==> src/rtl/tt_mux_sel_seq_if.sv <==
//------------------------------------------------------------------------------
// Module      : tt_mux_sel_seq_if
// Description : Request and ripple-counter control bundle for tt_mux_sel_seq.
// Revision    : 1.0
//------------------------------------------------------------------------------
`default_nettype none

interface tt_mux_sel_seq_if;
    logic       req_valid;
    logic [9:0] req_addr;
    logic       req_en;
    logic       req_ready;
    logic       ctrl_sel_rst_n;
    logic       ctrl_sel_inc;
    logic       ctrl_ena;
    logic [9:0] cur_addr;

    modport master (
        output req_valid, req_addr, req_en,
        input  req_ready, ctrl_sel_rst_n, ctrl_sel_inc, ctrl_ena, cur_addr
    );

    modport slave (
        input  req_valid, req_addr, req_en,
        output req_ready, ctrl_sel_rst_n, ctrl_sel_inc, ctrl_ena, cur_addr
    );
endinterface

`default_nettype wire

==> src/rtl/tt_mux_sel_seq.sv <==
//------------------------------------------------------------------------------
// Module      : tt_mux_sel_seq
// Description : Steps a downstream ripple select counter to a requested address.
// Revision    : 1.0
//------------------------------------------------------------------------------
`default_nettype none

module tt_mux_sel_seq #(
    parameter int HALF_PERIOD   = 2,
    parameter int RST_CYCLES    = 4,
    parameter int SETTLE_CYCLES = 8
) (
    input  wire logic        clk,
    input  wire logic        rst,
    tt_mux_sel_seq_if.slave  bus
);

    typedef enum logic [2:0] {
        S_IDLE   = 3'd0,
        S_DIS    = 3'd1,
        S_RST    = 3'd2,
        S_INC_HI = 3'd3,
        S_INC_LO = 3'd4,
        S_SETTLE = 3'd5,
        S_DONE   = 3'd6
    } state_t;

    // Timers count down to zero, so they are loaded with length-1.
    localparam logic [7:0] c_half_load   = 8'(HALF_PERIOD - 1);
    localparam logic [7:0] c_rst_load    = 8'(RST_CYCLES - 1);
    localparam logic [7:0] c_settle_load = 8'(SETTLE_CYCLES - 1);

    state_t     r_state, w_state_nx;
    logic [7:0] r_timer, w_timer_nx;
    logic [9:0] r_count, w_count_nx;
    logic [9:0] r_cur,   w_cur_nx;
    logic [9:0] r_addr,  w_addr_nx;
    logic       r_en,    w_en_nx;
    logic       r_ena,   w_ena_nx;
    logic       r_ready, r_sel_rst_n, r_sel_inc;

    always_comb begin
        w_state_nx = r_state;
        w_timer_nx = r_timer;
        w_count_nx = r_count;
        w_cur_nx   = r_cur;
        w_addr_nx  = r_addr;
        w_en_nx    = r_en;
        w_ena_nx   = r_ena;

        case (r_state)
            S_IDLE: begin
                if (bus.req_valid && r_ready) begin
                    w_addr_nx  = bus.req_addr;
                    w_en_nx    = bus.req_en;
                    w_state_nx = S_DIS;
                end
            end
            S_DIS: begin
                if (r_addr == r_cur) begin
                    w_state_nx = S_DONE;
                end else if (r_addr > r_cur) begin
                    // The first pulse is issued on entry, so it is consumed here.
                    w_count_nx = r_addr - r_cur - 10'd1;
                    w_cur_nx   = r_cur + 10'd1;
                    w_timer_nx = c_half_load;
                    w_state_nx = S_INC_HI;
                end else begin
                    w_timer_nx = c_rst_load;
                    w_state_nx = S_RST;
                end
            end
            S_RST: begin
                if (r_timer == 8'd0) begin
                    if (r_addr != 10'd0) begin
                        w_count_nx = r_addr - 10'd1;
                        w_cur_nx   = 10'd1;
                        w_timer_nx = c_half_load;
                        w_state_nx = S_INC_HI;
                    end else begin
                        w_count_nx = 10'd0;
                        w_cur_nx   = 10'd0;
                        w_timer_nx = c_settle_load;
                        w_state_nx = S_SETTLE;
                    end
                end else begin
                    w_timer_nx = r_timer - 8'd1;
                end
            end
            S_INC_HI: begin
                if (r_timer == 8'd0) begin
                    w_timer_nx = c_half_load;
                    w_state_nx = S_INC_LO;
                end else begin
                    w_timer_nx = r_timer - 8'd1;
                end
            end
            S_INC_LO: begin
                if (r_timer != 8'd0) begin
                    w_timer_nx = r_timer - 8'd1;
                end else if (r_count != 10'd0) begin
                    w_count_nx = r_count - 10'd1;
                    w_cur_nx   = r_cur + 10'd1;
                    w_timer_nx = c_half_load;
                    w_state_nx = S_INC_HI;
                end else begin
                    w_timer_nx = c_settle_load;
                    w_state_nx = S_SETTLE;
                end
            end
            S_SETTLE: begin
                if (r_timer == 8'd0) begin
                    w_state_nx = S_DONE;
                end else begin
                    w_timer_nx = r_timer - 8'd1;
                end
            end
            S_DONE: begin
                w_state_nx = S_IDLE;
            end
            default: begin
                w_state_nx = S_IDLE;
            end
        endcase

        // Enable drops for the whole sequence and is only restored in DONE.
        if (w_state_nx == S_DIS) begin
            w_ena_nx = 1'b0;
        end else if (w_state_nx == S_DONE) begin
            w_ena_nx = r_en;
        end
    end

    always_ff @(posedge clk or posedge rst) begin
        if (rst) begin
            r_state     <= S_IDLE;
            r_timer     <= 8'd0;
            r_count     <= 10'd0;
            r_cur       <= 10'd0;
            r_addr      <= 10'd0;
            r_en        <= 1'b0;
            r_ena       <= 1'b0;
            r_ready     <= 1'b0;
            r_sel_rst_n <= 1'b0;
            r_sel_inc   <= 1'b0;
        end else begin
            r_state     <= w_state_nx;
            r_timer     <= w_timer_nx;
            r_count     <= w_count_nx;
            r_cur       <= w_cur_nx;
            r_addr      <= w_addr_nx;
            r_en        <= w_en_nx;
            r_ena       <= w_ena_nx;
            r_ready     <= (w_state_nx == S_IDLE);
            r_sel_rst_n <= (w_state_nx != S_RST);
            r_sel_inc   <= (w_state_nx == S_INC_HI);
        end
    end

    assign bus.req_ready      = r_ready;
    assign bus.ctrl_sel_rst_n = r_sel_rst_n;
    assign bus.ctrl_sel_inc   = r_sel_inc;
    assign bus.ctrl_ena       = r_ena;
    assign bus.cur_addr       = r_cur;

endmodule

`default_nettype wire

==> src/flat_wrapper.sv <==
// flat-port wrapper written by rule: the top's interface ports become plain ports
module tt_mux_sel_seq_flat 
#(
    parameter int HALF_PERIOD   = 2,
    parameter int RST_CYCLES    = 4,
    parameter int SETTLE_CYCLES = 8
)
  (clk, rst, bus_req_valid, bus_req_addr, bus_req_en, bus_req_ready, bus_ctrl_sel_rst_n, bus_ctrl_sel_inc, bus_ctrl_ena, bus_cur_addr);
  tt_mux_sel_seq_if bus_i ();
  input  wire logic clk;
  input  wire logic rst;
  input wire logic [$bits(bus_i.req_valid)-1:0] bus_req_valid;
  input wire logic [$bits(bus_i.req_addr)-1:0] bus_req_addr;
  input wire logic [$bits(bus_i.req_en)-1:0] bus_req_en;
  output wire logic [$bits(bus_i.req_ready)-1:0] bus_req_ready;
  output wire logic [$bits(bus_i.ctrl_sel_rst_n)-1:0] bus_ctrl_sel_rst_n;
  output wire logic [$bits(bus_i.ctrl_sel_inc)-1:0] bus_ctrl_sel_inc;
  output wire logic [$bits(bus_i.ctrl_ena)-1:0] bus_ctrl_ena;
  output wire logic [$bits(bus_i.cur_addr)-1:0] bus_cur_addr;
  assign bus_i.req_valid = bus_req_valid;
  assign bus_i.req_addr = bus_req_addr;
  assign bus_i.req_en = bus_req_en;
  assign bus_req_ready = bus_i.req_ready;
  assign bus_ctrl_sel_rst_n = bus_i.ctrl_sel_rst_n;
  assign bus_ctrl_sel_inc = bus_i.ctrl_sel_inc;
  assign bus_ctrl_ena = bus_i.ctrl_ena;
  assign bus_cur_addr = bus_i.cur_addr;
  tt_mux_sel_seq #(.HALF_PERIOD(HALF_PERIOD), .RST_CYCLES(RST_CYCLES), .SETTLE_CYCLES(SETTLE_CYCLES)) u_core (.clk(clk), .rst(rst), .bus(bus_i));
endmodule
==> config.mk <==
export PLATFORM = sky130hd
export DESIGN_NAME = tt_mux_sel_seq_flat
export DESIGN_NICKNAME = d
export VERILOG_FILES = /design/src/rtl/tt_mux_sel_seq_if.sv /design/src/rtl/tt_mux_sel_seq.sv /design/src/flat_wrapper.sv
export SDC_FILE = /design/constraint.sdc
export NUM_CORES = 1
export LEC_CHECK = 0
export ABC_AREA = 1
export CAP_MARGIN = 30
export CORE_MARGIN = 2
export CORE_UTILIZATION = 35
export DETAILED_ROUTE_END_ITERATION = 8
export PLACE_DENSITY_LB_ADDON = 0.08
export SYNTH_ARGS = -nofsm -noshare
export SYNTH_HDL_FRONTEND = slang
export SYNTH_SLANG_ARGS = --single-unit
==> constraint.sdc <==
create_clock -name clk -period 2 [get_ports clk]
set_input_delay 0.3 -clock clk [delete_from_list [all_inputs] [get_ports clk]]
set_output_delay 0.3 -clock clk [all_outputs]
set_load 0.1 [all_outputs]
Yosys cells after proc, flatten, opt, wreduce, memory -nomap -nowiden
Index checks and enable logic that the tools add are counted.

operators by class
  add/subtract/negate cells = 6
  $lt $le $gt $ge = 1
  eq/ne operators = 16
  muxes and demuxes = 35
  reductions and logical operators = 13

operator list
  operator                 number
  $mux W10                 11
  $pmux W10 S3             2
  $mux W8                  5
  $pmux W8 S5              1
  $mux W3                  10
  $sub A10 B1 Y10 const B  3
  $reduce_bool A10 Y1      2
  $pmux W3 S6              1
  $add A10 B1 Y10 const B  1
  $eq A10 B10 Y1           1
  $gt A10 B10 Y1           1
  $sub A10 B10 Y10         1
  $eq A3 B2 Y1 const B     3
  $eq A3 B3 Y1 const B     3
  $logic_not A8 Y1         1
  $reduce_bool A8 Y1       1
  $sub A8 B1 Y8 const B    1
  $eq A3 B1 Y1 const B     2
  $logic_not A3 Y1         2
  $ne A2 B1 Y1 const B     3
  $ne A2 B2 Y1 const B     3
  $reduce_and A6 Y1        1
  $reduce_bool A5 Y1       1
  $mux W1                  4
  7 further kinds          7

word-level totals
  register bits = 46
  input port bits = 14
  output and inout bits = 14
  word-level logic and storage cells = 81

Depth between registers and ports, before layout
Gate-level depths: netlist (run 1).

  word-level depth = 7
  depth in mapped cells = 15
  mapped depth without buffers = 15

Worst setup path before layout (run 1)
Ideal clock, no wire load.

  path kind = register -> register
  from = reg u_core.r_cur[4], in the netlist u_core.bus.cur_addr[4]
  to = reg u_core.r_count[8]
  data arrival time = 2.513 ns
  data required time = 1.881 ns
  path slack = -0.631 ns
  stages on the path, launching flop included = 14
  cell sequence = dfrtp_1 inv_1 ha_1 nand2_1 nor2_1 nand3_1 nand2_1 inv_2 nand2_1 nand2_2 nand2_4 inv_4 buf_6 o21a_1

between the ends
  longest elaborated chain between the ends = 5

RTL lines
  item                    line                   RTL
  start, declared         tt_mux_sel_seq.sv:36   logic [9:0] r_cur, w_cur_nx;
  start signal, assigned  tt_mux_sel_seq.sv:150  r_cur <= w_cur_nx;
  $sub A10 B10 Y10        tt_mux_sel_seq.sv:64   w_count_nx = r_addr - r_cur - 10'd1;
  $sub A10 B1 Y10         tt_mux_sel_seq.sv:64
  $mux W10                tt_mux_sel_seq.sv:62   end else if (r_addr > r_cur) begin
  $mux W10                tt_mux_sel_seq.sv:60   if (r_addr == r_cur) begin
  $pmux W10 S3            tt_mux_sel_seq.sv:51   case (r_state)
  end signal, assigned    tt_mux_sel_seq.sv:149  r_count <= w_count_nx;
  end, declared           tt_mux_sel_seq.sv:35   logic [9:0] r_count, w_count_nx;

Parallel ways exist; a longest one is shown, timed or not. The select of a mux whose other input is x is not followed.
A chain may end at the register's enable or synchronous reset.

Worst setup path in the final report (run 1)
  from = reg u_core.r_cur[3], in the netlist u_core.bus.cur_addr[3]
  to = reg u_core.r_cur[8], in the netlist u_core.bus.cur_addr[8]

between the ends
  longest elaborated chain between the ends = 4

RTL lines
  item                         line
  $add A10 B1 Y10              tt_mux_sel_seq.sv:65, tt_mux_sel_seq.sv:103
  $mux W10 (on tied branches)  tt_mux_sel_seq.sv:101, tt_mux_sel_seq.sv:62
  $mux W10 (on tied branches)  tt_mux_sel_seq.sv:99, tt_mux_sel_seq.sv:60
  $pmux W10 S3                 tt_mux_sel_seq.sv:51

Parallel ways exist; a longest one is shown, timed or not. The select of a mux whose other input is x is not followed.

==> flow_summary.toml, run 1 <==
[run_status]
status = "completed"

[yosys]
ys_top_cells_by_area = "sky130_fd_sc_hd__dfrtp_1, sky130_fd_sc_hd__nand2_1, sky130_fd_sc_hd__inv_1, sky130_fd_sc_hd__ha_1, sky130_fd_sc_hd__nor2_1"
synthCells = 488
synth_top_family_by_area = "simple AND/OR/NAND/NOR gates"
synth_top_area_frac = 0.336
synth.most_common_cell = "sky130_fd_sc_hd__nand2_1"
synthDominantAreaCellType = "sky130_fd_sc_hd__dfrtp_1"
synth_mux_area_frac = 0.00329
ys.flop_type = "sky130_fd_sc_hd__dfrtp_1"
synth-async-reset-ratio = 1.00
synth_fp_nets = 520
synth_sequential_area_ratio = 0.336
synth_compound_gate_area_share = 0.156
synth.yosys.warnings = 0
post_synth_instance_area_sq_um = 3430
synth_edf_count = 0
post_synth.cell_area_avg_sq_um = 7.02
yosys.cell_types.count = 42
synth.top_cells.by_count = "sky130_fd_sc_hd__nand2_1, sky130_fd_sc_hd__inv_1, sky130_fd_sc_hd__nor2_1"
ys_seq_elements = 46
post_synth_and_or_nand_nor_area_fraction = 0.291
xor_and_xnor_fraction_of_the_mapped_netlist_area = 0.0486
synth_fa_ha_area_frac = 0.0679

[power]
pwr-share-seq = 0.213
ir_drop_mv = 0.890
sw_frac_of_total = 0.513
power_density_nw_per_um2 = 1820
power.share.clock = 0.087
total_power_w = 0.00836
switching_power_w = 0.00429
cell_internal_pwr_w = 0.00407
p_leak_nw = 2.15
combinationalPowerShare = 0.700

[clocking]
clock_transition_time_at_the_flip_flop_clock_pins_of_the_worst_setup_and_hold_paths_ns = 0.09
clock_insertion_delay_worst_skew_ns = 0.31
ctsLongestPathBuffers = 2
clock_sink_count = 46
cts_root_buf = "sky130_fd_sc_hd__clkbuf_8"
cts_inserted_buffers = 5
cts-hold-fix-buffers = 0
tritoncts = "yes"
ctsHtreeMaxLevel = 2

[setup_path]
worstReg2RegStart = "u_core.bus.cur_addr[3]"
r2r_cells = 11
worstPathRequired_ns = 2.21
reg2reg_slack_ns = 0.07
worst_r2r_endpoint = "u_core.bus.cur_addr[8]"
cp_data_arrival_time_ns = 2.14
nature_of_the_critical_path_endpoint = "flip-flop"
worstSetupStartpoint = "u_core.bus.cur_addr[3]"
crit_end = "u_core.bus.cur_addr[8]"
worstSetupPathType = "flip-flop to flip-flop"
cp-start-kind = "flip-flop"
path_max_fanout = 10

[drt]
final_antenna_net_count = 0
drt_pre_antenna_iters = 4
routedWlPerCell_um = 13.9
post-route-drc-count = 0
drtIter0Drc = 108
viasPerCell = 4.81
detailed_route_wire_length_um = 9560
vias = 3307

[finish]
post-route-util = 0.478
antenna-diode-count = 0
final_layout_size_suffix_gt1_frac = 0.281
finalNetCount = 587
area_delta_synth_final_pct = 34.4

[global_routing]
grt.overflow.total = 0
grt_pass1_wl_um = 15200
grt_start_max_net_pins = 27
first_global_vias = 3041
antenna_found_initial = 0
groute.usage.overall = 0.186

[sta]
tightest_slew_ns = 0.505
slew_viol_final = 0
slew-limit-headroom = 0.663
min_period_over_period = 0.966
setup_viol_count_final = 0
fin_setup_tns_ns = 0
worst_hold_slack_ns = 0.340
hold_violations = 0
grt_setup_unrepaired = "true"
period_needed_ns = 1.93
achievable-frequency_mhz = 518
final.setup_skew_ns = 0.00691

[floorplan]
die-area_sq_um = 10600
num_io_pins = 28
floorplan.die.width_um = 103
std_cell_rows = 36
fp.dieH_um = 103
core_sq_um = 9640
start_util = 0.355

[placed_design]
port_buffers = 27
finalWeightedCongestion = 0.863
dp.final_hpwl_um = 7360

[worst_hold_path]
timing.hold.worst.class = "input pin to asynchronous set/reset pin"

[run]
count_of_max_cap_constraint_violations = 0
-- kinds of logic (layout without fill, tap and decap cells) --
kind of cell    count (synthesis)  count (layout)
fa+ha+maj                      18              18
compound gates                 90              90
mux                             1               1
flops                          46              46
xor+xnor                       19              19
simple gates                  232             232
buf+inv                        82             149
-- metrics by stage --
step / setup WS (ns) / cell area [sq um] / cells
after floorplan: -0.0265 / 3610 / 488
after global placement: 0.0337 / 4180 / 667
after detailed placement: 0.0445 / 4180 / 667
after CTS: 0.00832 / 4290 / 674
after global routing: -0.0212 / 4600 / 688
final: 0.0690 / 4600 / 688
-- power groups by stage --
stage | combinational [W] | sequential [W] | clock [W]
final | 0.00585 | 0.00178 | 0.000730
after global routing | 0.00646 | 0.00183 | 0.000783
after CTS | 0.00513 | 0.00177 | 0.000750
after detailed placement | 0.00510 | 0.00178 | 0
after global placement | 0.00509 | 0.00179 | 0
after floorplan | 0.00325 | 0.00222 | 0
-- metal layers --
metal	routed length [um]	vias up	track usage
met3	379	9	0.0231
met5	0	-	0
met4	124	0	0.0435
met1	4860	1519	0.278
met2	4190	58	0.287
li1	-	1721	-
-- layout by cell type, fill, tap and decap left out, types with 3 or more instances in the layout --
| cell | count |
|---|---|
| sky130_fd_sc_hd__nand2_1 | 109 |
| sky130_fd_sc_hd__inv_1 | 51 |
| sky130_fd_sc_hd__nor2_1 | 47 |
| sky130_fd_sc_hd__buf_4 | 46 |
| sky130_fd_sc_hd__dfrtp_1 | 32 |
| sky130_fd_sc_hd__nand3_1 | 31 |
| sky130_fd_sc_hd__a21oi_1 | 31 |
| sky130_fd_sc_hd__inv_2 | 19 |
| sky130_fd_sc_hd__xor2_1 | 17 |
| sky130_fd_sc_hd__o21ai_0 | 15 |
| sky130_fd_sc_hd__clkdlybuf4s50_1 | 13 |
| sky130_fd_sc_hd__o21ai_1 | 11 |
| sky130_fd_sc_hd__ha_4 | 10 |
| sky130_fd_sc_hd__dfrtp_4 | 10 |
| sky130_fd_sc_hd__nor2_2 | 9 |
| sky130_fd_sc_hd__nand4_1 | 9 |
| sky130_fd_sc_hd__nand2_2 | 8 |
| sky130_fd_sc_hd__ha_1 | 7 |
| sky130_fd_sc_hd__a21oi_2 | 6 |
| sky130_fd_sc_hd__clkbuf_8 | 6 |
| sky130_fd_sc_hd__inv_4 | 5 |
| sky130_fd_sc_hd__nor2_4 | 4 |
| sky130_fd_sc_hd__nand2_4 | 4 |
| sky130_fd_sc_hd__a22oi_1 | 4 |
| sky130_fd_sc_hd__dfrtp_2 | 4 |
| sky130_fd_sc_hd__o31ai_2 | 3 |
| sky130_fd_sc_hd__o31ai_1 | 3 |
| sky130_fd_sc_hd__or2_2 | 3 |
| sky130_fd_sc_hd__buf_6 | 3 |
-- repair_timing --
item                                    4_1_cts  5_1_grt
hold endpoints to repair                      0        0
endpoints found under the setup margin        0       27
gates resized for setup                       0       47
setup buffers                                 0       12
-- critical path, cell delays in order (launching register included) --
cell                        delay, ns
sky130_fd_sc_hd__dfrtp_4         0.45
sky130_fd_sc_hd__inv_4           0.05
sky130_fd_sc_hd__ha_4            0.29
sky130_fd_sc_hd__nand2_2         0.07
sky130_fd_sc_hd__nor2_2          0.10
sky130_fd_sc_hd__nand3_1         0.10
sky130_fd_sc_hd__nand3_2         0.10
sky130_fd_sc_hd__nand2_2         0.09
sky130_fd_sc_hd__nand2_4         0.09
sky130_fd_sc_hd__nand2_8         0.10
sky130_fd_sc_hd__clkbuf_16       0.20
sky130_fd_sc_hd__o31ai_2         0.18
-- state kept, by name (all words and copies together), names as in the netlist --
| signal | cells |
|---|---|
| u_core.r_count | 10 |
| u_core.r_state | 3 |
| u_core.bus.req_ready | 1 |
| u_core.bus.ctrl_sel_inc | 1 |
| u_core.bus.ctrl_sel_rst_n | 1 |
| u_core.bus.ctrl_ena | 1 |
| u_core.r_en | 1 |
| u_core.r_timer | 8 |
| u_core.r_addr | 10 |
| u_core.bus.cur_addr | 10 |
-- area by class of cell --
class / instances / area, sq um
clock buffers: 6 / 82.6
clock inverters: 1 / 30.0
inverters: 76 / 305
repair buffers: 66 / 599
multi-input cells: 360 / 2230
flip-flops and latches: 46 / 1190
well taps: 133 / 166
fillers: 998 / 5040
-- how the worst min path moves through the flow --
stage | start | endpoint | slack (ns) | cells after the start
after global placement | u_core.r_count[7] | u_core.r_count[7] | 0.49 | 2
after detailed placement | u_core.r_count[7] | u_core.r_count[7] | 0.49 | 2
after global routing | rst | u_core.r_count[5] | 0.39 | 2
final | rst | u_core.r_count[5] | 0.34 | 2
after floorplan | u_core.r_count[7] | u_core.r_count[7] | 0.45 | 2
after CTS | rst | u_core.r_count[5] | 0.36 | 2
Power figures use the tool's default switching activity.
==> inputs of run 2 (changes only) <==
Clock period 2 ns to 2.4 ns, I/O delays scaled along.
==> flow_summary.toml, run 2 (synthesis gave the netlist of run 1 again) <==
[setup_path]
crit_path_frequent_cell = "sky130_fd_sc_hd__nand2_1"
worstPathRequired_ns = 2.62
worstSetupPathType = "flip-flop to flip-flop"
cpPeakStageDelay_ns = 0.42
worstPathBufferInverterCount = 3
timing.critical_path.slowest_stage_cell = "sky130_fd_sc_hd__dfrtp_2"
cp_top_family = "simple AND/OR/NAND/NOR gates"
path_max_fanout = 18
cp-start-kind = "flip-flop"
nature_of_the_critical_path_endpoint = "flip-flop"
crit_chain = "inv_1, ha_1, nand2_1, nor2_1, nand3_1, nand2_1, inv_2, nand2_1, nand2_2, nand2_4, buf_12, nor2_1, a22oi_1"
cp_data_arrival_time_ns = 2.39

[sta]
slew_viol_final = 0
final_critical_path_setup_slack_ns = 0.232
setup_viol_count_final = 0
slew-limit-headroom = 0.633
worst_hold_slack_ns = 0.407
final.setup_skew_ns = 0.0108
tightest_slew_ns = 0.549
period_needed_ns = 2.17
grt_setup_unrepaired = "false"
achievable-frequency_mhz = 461
min_period_over_period = 0.903
hold_violations = 0
fin_setup_tns_ns = 0

[global_routing]
grt_start_max_net_pins = 25
grt_pass1_wl_um = 15000
groute.usage.overall = 0.184
antenna_found_initial = 0
grt.overflow.total = 0
first_global_vias = 2968

[drt]
drt_pre_antenna_iters = 4
final_antenna_net_count = 0
drtIter0Drc = 158
vias = 3178
viasPerCell = 4.82
post-route-drc-count = 0
detailed_route_wire_length_um = 9060
routedWlPerCell_um = 13.8

[finish]
fill_cells = 1045
final_layout_size_suffix_gt1_frac = 0.139
finalNetCount = 557
final_cell_mix = "sky130_fd_sc_hd__nand2_1, sky130_fd_sc_hd__inv_1, sky130_fd_sc_hd__nor2_1"
antenna-diode-count = 0
area_delta_synth_final_pct = 16.2
mostFrequentLayoutCell = "sky130_fd_sc_hd__nand2_1"
post-route-util = 0.413
finish.cell_count_without_fillers = 659

[clocking]
cts-hold-fix-buffers = 0
cts_root_buf = "sky130_fd_sc_hd__clkbuf_8"
clock_sink_count = 46
clock_transition_time_at_the_flip_flop_clock_pins_of_the_worst_setup_and_hold_paths_ns = 0.10
ctsHtreeMaxLevel = 2
clock_insertion_delay_worst_skew_ns = 0.31
cts_repair_resize_count = 0
ctsLongestPathBuffers = 2
cts_inserted_buffers = 5
tritoncts = "yes"
postCtsSetupBuffers = 0

[placed_design]
dp_slack_ns = 0.262
port_buffers = 27
finalWeightedCongestion = 0.833
dp.final_hpwl_um = 7240
place.detailed.instances = 651

[floorplan]
die-area_sq_um = 10600
num_io_pins = 28
floorplan.die.width_um = 103
fp.dieH_um = 103
core_sq_um = 9640
std_cell_rows = 36
start_util = 0.355

[worst_hold_path]
timing.hold.worst.class = "input pin to asynchronous set/reset pin"

[power]
power_density_nw_per_um2 = 1460
ir_drop_mv = 0.463
p_leak_nw = 1.94

[run_status]
status = "completed"

[run]
count_of_max_cap_constraint_violations = 0
-- run 2: worst register-to-register path, delay by kind of cell, from the launching register on --
kind            cells  cell delay, ns
compound gates      1            0.12
fa+ha+maj           1            0.36
buf+inv             3            0.27
flops               1            0.42
simple gates        8            0.92
-- run 2: final cells by class --
cell class,instances,area [sq um],area share
Clock inverter,3,21.3,0.00534
Sequential cell,46,1160,0.292
Inverter,76,288,0.0723
Clock buffer,5,68.8,0.0173
Multi-Input combinational cell,360,1940,0.489
Tap cell,133,166,0.0418
Timing Repair Buffer,36,328,0.0824
-- run 2: final timing paths --
kind,from,end,slack [ns],depth (start not counted)
max,u_core.bus.cur_addr[7],u_core.r_count[9],0.23,13
min,rst,u_core.r_timer[7],0.41,2
max reg2reg,u_core.bus.cur_addr[7],u_core.r_count[9],0.23,13
min reg2reg,u_core.r_count[7],u_core.r_count[7],0.50,2
max in group asynchronous,rst,u_core.bus.cur_addr[6],1.44,3
min in group clk,u_core.r_count[7],u_core.r_count[7],0.50,2
-- run 2: report_power, final --
group	leakage (nW)	total (W)	switching (W)	internal [W]
sequential	0.549	0.00141	0.000306	0.00110
combinational	1.35	0.00390	0.00263	0.00127
clock	0.0441	0.000500	0.000295	0.000205
-- run 2: metrics by stage --
step / cell area, sq um / total power [W]
global placement: 3890 / 0.00531
detailed placement: 3890 / 0.00530
global route: 3980 / 0.00639
finish: 3980 / 0.00581
CTS: 3980 / 0.00583
floorplan: 3440 / 0.00433
-- run 2: layer usage --
| metal | GRT usage | vias to the layer above | share of wire |
|---|---|---|---|
| li1 | - | 1661 | - |
| met1 | 0.275 | 1463 | 0.51 |
| met2 | 0.285 | 47 | 0.44 |
| met3 | 0.0210 | 7 | 0.038 |
| met4 | 0.0395 | 0 | 0.0088 |
| met5 | 0 | - | 0 |
